--- config.mk ---
export PLATFORM = sky130hd
export DESIGN_NAME = wb_commit_stage
export DESIGN_NICKNAME = d
export VERILOG_FILES = /design/src/rtl/wb_commit_stage.sv
export SDC_FILE = /design/constraint.sdc
export NUM_CORES = 1
export LEC_CHECK = 0
export CORE_ASPECT_RATIO = 0.75
export CORE_UTILIZATION = 50
export CTS_BUF_LIST = sky130_fd_sc_hd__clkbuf_4
export DETAILED_ROUTE_END_ITERATION = 8
export DONT_BUFFER_PORTS = 1
export HOLD_SLACK_MARGIN = 0.06
export PLACE_DENSITY_LB_ADDON = 0.12
export SETUP_SLACK_MARGIN = 0.1
export SYNTH_ARGS = -nofsm -noshare
export SYNTH_HDL_FRONTEND = slang
export SYNTH_SLANG_ARGS = --single-unit
--- constraint.sdc ---
create_clock -name clock -period 2.1 [get_ports clock]
set_input_delay 0.42 -clock clock [delete_from_list [all_inputs] [get_ports clock]]
set_output_delay 0.42 -clock clock [all_outputs]
set_load 0.1 [all_outputs]
--- src/rtl/wb_commit_stage.sv ---
// Write-back / commit stage: holds one retiring entry, drives the register-file write,
// the bypass path and the retired-instruction counter, and freezes on ebreak.
module wb_commit_stage #(
    parameter int XLEN  = 32,
    parameter int RF_AW = 5,
    parameter int CNT_W = 64
) (
    input  logic             clock,
    input  logic             reset,

    input  logic             ws_valid,
    output logic             ws_ready,
    input  logic [XLEN-1:0]  ws_bits_pc,
    input  logic             ws_bits_rf_we,
    input  logic [RF_AW-1:0] ws_bits_rf_waddr,
    input  logic [XLEN-1:0]  ws_bits_rf_wdata,
    input  logic             ws_bits_is_break,

    output logic [XLEN-1:0]  torf_pc,
    output logic             torf_rf_we,
    output logic [RF_AW-1:0] torf_rf_waddr,
    output logic [XLEN-1:0]  torf_rf_wdata,
    output logic             torf_is_break,
    output logic             torf_valid,

    output logic             fwd_valid,
    output logic [RF_AW-1:0] fwd_waddr,
    output logic [XLEN-1:0]  fwd_wdata,

    output logic [CNT_W-1:0] instret,
    output logic             halted,
    output logic [XLEN-1:0]  halt_pc
);

    typedef enum logic {
        RUN  = 1'b0,
        HALT = 1'b1
    } state_t;

    state_t             state, state_next;

    logic               valid_r;
    logic [XLEN-1:0]    pc_r;
    logic               we_r;
    logic [RF_AW-1:0]   waddr_r;
    logic [XLEN-1:0]    wdata_r;
    logic               is_break_r;
    logic [CNT_W-1:0]   instret_r;
    logic [XLEN-1:0]    halt_pc_r;

    logic               accept;
    logic               halt_now;

    assign accept   = ws_valid && ws_ready;
    assign halt_now = (state == RUN) && valid_r && is_break_r;

    always_ff @(posedge clock) begin
        if (reset) begin
            state <= RUN;
        end else begin
            state <= state_next;
        end
    end

    always_comb begin
        // NOTE: default assignment first, so no path through the block leaves state_next unassigned (no latch).
        state_next = state;
        if (halt_now) begin
            state_next = HALT;
        end
    end

    always_comb begin
        ws_ready = 1'b0;
        halted   = 1'b0;
        case (state)
            RUN:     ws_ready = 1'b1;
            HALT:    halted   = 1'b1;
            default: ws_ready = 1'b0;
        endcase
    end

    // NOTE: sequential state uses non-blocking assignments so every register samples pre-edge values.
    always_ff @(posedge clock) begin
        if (reset) begin
            valid_r    <= 1'b0;
            pc_r       <= '0;
            we_r       <= 1'b0;
            waddr_r    <= '0;
            wdata_r    <= '0;
            is_break_r <= 1'b0;
            instret_r  <= '0;
            halt_pc_r  <= '0;
        end else begin
            // An entry arriving on the ebreak's commit edge is dropped; the stage is frozen from then on.
            valid_r <= accept && !halt_now;
            if (accept && !halt_now) begin
                pc_r       <= ws_bits_pc;
                we_r       <= ws_bits_rf_we;
                waddr_r    <= ws_bits_rf_waddr;
                wdata_r    <= ws_bits_rf_wdata;
                is_break_r <= ws_bits_is_break;
            end
            if (valid_r) begin
                instret_r <= instret_r + CNT_W'(1);
            end
            if (halt_now) begin
                halt_pc_r <= pc_r;
            end
        end
    end

    assign torf_valid    = valid_r;
    assign torf_pc       = pc_r;
    assign torf_rf_we    = valid_r && we_r && (waddr_r != '0);
    assign torf_rf_waddr = waddr_r;
    assign torf_rf_wdata = wdata_r;
    assign torf_is_break = is_break_r;

    assign fwd_valid     = torf_rf_we;
    assign fwd_waddr     = waddr_r;
    assign fwd_wdata     = wdata_r;

    assign instret       = instret_r;
    assign halt_pc       = halt_pc_r;

endmodule

==> results.sh <==
export IMPL_outcome="finished, violations left"
export IMPL_violations="hold timing, setup timing"
export IMPL_clk_path_buf_depth=2
export IMPL_end_kind="output pin"
export IMPL_numCtsBuffers=17
export IMPL_synthTopCellsByCount="233 x nand2_1, 169 x dfxtp_1, 130 x a21oi_1"
export IMPL_hpwl_mm=14.22
export IMPL_leakage_nw=3.768
export IMPL_drc=0
export IMPL_num_io_pins=282
export IMPL_instances_no_fill=1227
export IMPL_rows=36
export IMPL_rsz0062_at_grt="yes"
export IMPL_core_area_mm2=0.01320
export IMPL_via_per_inst=5.487
export IMPL_ant_nets=0
export IMPL_drive_gt1_share_pct=37.91
export IMPL_netlist_instances=864
export IMPL_drt_iter0_markers=333
export IMPL_yosys_warnings=0
export IMPL_grt_pass1_vias=6040
export IMPL_firstDrtPassIters=7
export IMPL_synthTopCellsByArea="dfxtp_1 49%, nand2_1 13%, a21oi_1 9.5%, buf_4 4.2%, xor2_1 3.3%"
export IMPL_finalHoldViolCount=119
export IMPL_syn_to_final_growth_pct=36.32
export IMPL_cp_max_fo=2
export IMPL_die_w_um=137.2
export IMPL_post_dp_cell_area_mm2=0.008489
export IMPL_dr_total_vias=6733
export IMPL_cts_sinks=169
export IMPL_p_total_w=0.006529
export IMPL_min_period_over_period_pct=107.0
export IMPL_cts_clk_slew_worst_paths_ns=0.14
export IMPL_fin_nets=1117
export IMPL_fp_dieH_um=103.4
export IMPL_antenna_found_initial=1
export IMPL_initial_core_util_pct=51.92
export IMPL_h_tree_depth=4
export IMPL_drv_slew=0
export IMPL_ctsHoldBuffers=7
export IMPL_cts_tree="yes"
export IMPL_cts_root_buffer="clkbuf_4"
export IMPL_syn_area_per_cell_um2=7.932
export IMPL_synthArstFlopShare_pct=0
export IMPL_drt_total_wl_mm=20.62
export IMPL_grt_max_degree=171
export IMPL_synth_edf_count=0
export IMPL_tightest_slew_ns=0.5701
export IMPL_synth_main_ff_cell="dfxtp_1"
export IMPL_yosysTopAreaCellShare_pct=49.37
export IMPL_critPathKind="reg -> out"
export IMPL_setup_viol=6
export IMPL_syn_nets=939
export IMPL_place_port_buffers=0
export IMPL_final_min_clock_period_ns=2.248
export IMPL_arrival_ns=1.83
export IMPL_setup_slack_ns=-0.1477
export IMPL_track_usage_pct=27.27
export IMPL_dieArea_mm2=0.01418
export IMPL_ys_seq_elements=169
export IMPL_dp_cells=1153
export IMPL_skew_ns=0.01461
export IMPL_wire_per_inst_um=16.80
export IMPL_insertion_delay_ns=0.56
export IMPL_worstSetupStartpointType="flop"
export IMPL_ir_drop_uv=502.9
export IMPL_maxCapViolations=0
export IMPL_whs_ns=-0.08315
export IMPL_syn_area_mm2=0.006853
export IMPL_hold_class="in -> reg"
export IMPL_synth_top_area_cell="dfxtp_1"
export IMPL_stdcell_area_mm2=0.009341
export IMPL_synth_most_common_cell="nand2_1"
export IMPL_synth_cell_types=32
export IMPL_grt_pass1_wl_mm=29.77
export IMPL_ys_seq_area_share_pct=49.37
export IMPL_gp_routability_congestion=0.9225
export IMPL_powerDensity_mw_per_mm2=698.9
export IMPL_n_fill_cell=1033
export IMPL_max_freq_mhz=444.9
export IMPL_cp_required_ns=1.68
export IMPL_relSlewSlack_pct=61.99
export IMPL_gr_total_overflow=0
## logic make-up after synthesis
logic type	after synthesis	share of synthesized area [%]
simple gates	407	26.79
mux	1	0.1461
fa+ha+maj	1	0.1826
buf+inv	92	7.157
compound gates	158	11.76
xor+xnor	36	4.601
flops	169	49.37
## registers in the layout, summed over array words and instances, names as in the netlist
register,flops
instret,64
fwd_wdata,32
halt_pc,32
torf_pc,32
fwd_waddr,5
state,1
torf_is_break,1
torf_valid,1
we_r,1
## cell usage in the layout, fill, tap and decap left out, types with 7 or more instances in the layout
master and instances:
dfxtp_2 39, nand4_1 29, nor2_1 44, inv_1 7, dfxtp_1 80, buf_4 219
dfxtp_4 50, buf_6 9, a21oi_1 123, and3_1 8, xnor2_1 10, a21oi_2 7
nand3_1 22, or4_4 8, xor2_1 26, nor3_1 7, clkbuf_4 19, nand2_1 232
or3_1 22, o21ai_0 22, dlygate4sd3_1 7
## critical path: stages, from the launching register on
cell	delay [ns]
dfxtp_4	0.36
or3_1	0.38
o311a_4	0.32
buf_12	0.20
## through the flow
| step | TNS [ns] | hold slack, ns | utilization (%) | setup slack [ns] |
|---|---|---|---|---|
| 3_5_place_dp | -0.5497 | 0.4404 | 64.33 | -0.1380 |
| 4_1_cts | -0.5502 | -0.1152 | 67.86 | -0.1829 |
| 5_1_grt | -1.145 | -0.1477 | 70.78 | -0.2385 |
| 3_3_place_gp | -0.1350 | 0.4314 | 64.33 | -0.06890 |
| 6_report | -0.5336 | -0.08315 | 70.78 | -0.1477 |
| 2_1_floorplan | -3.737 | 0.4486 | - | -0.3874 |
## power breakdown
part           leakage (nW)  total [W]  switching [W]  internal [W]
Combinational          2.19    0.00139        0.00118      0.000204
Sequential             1.43    0.00329      0.0000453       0.00324
Clock                 0.152    0.00185        0.00113      0.000724
## layout make-up
type | instances | area, µm² | area share (%)
well taps | 171 | 214.0 | 2.290
clock inverters | 13 | 127.6 | 1.366
multi-input cells | 603 | 3241 | 34.69
clock buffers | 19 | 142.6 | 1.527
inverters | 8 | 33.78 | 0.3616
repair buffers | 243 | 1961 | 20.99
diodes | 1 | 2.502 | 0.02679
flip-flops and latches | 169 | 3620 | 38.75
## layer usage
metal	GRT usage [%]	share of wire, %	vias up
li1	-	-	3240
met1	31.56	39	3174
met2	46.62	50	275
met3	9.503	8.1	44
met4	10.74	2.3	0
met5	0	0	-
## repair_timing
item / 4_1_cts / 5_1_grt
hold endpoints to repair: 169 / 163
setup endpoints to repair: 19 / 31
pin swaps: 15 / 27
resized for setup: 7 / 48
buffers inserted: 12 / 22
## path summary, 6_finish.rpt
| kind | start | end | slack, ns | depth (start not counted) |
|---|---|---|---|---|
| min reg2reg | torf_pc[5]$_SDFFE_PP0P_ | halt_pc[5]$_SDFFE_PP0N_ | 0.46 | 2 |
| max | fwd_waddr[4]$_SDFFE_PP0P_ | fwd_valid | -0.15 | 3 |
| min | reset | fwd_wdata[30]$_SDFFE_PP0P_ | -0.08 | 1 |
| max reg2reg | instret[6]$_SDFFE_PP0P_ | instret[63]$_SDFFE_PP0P_ | -0.12 | 5 |
Power figures use the tool's default switching activity.
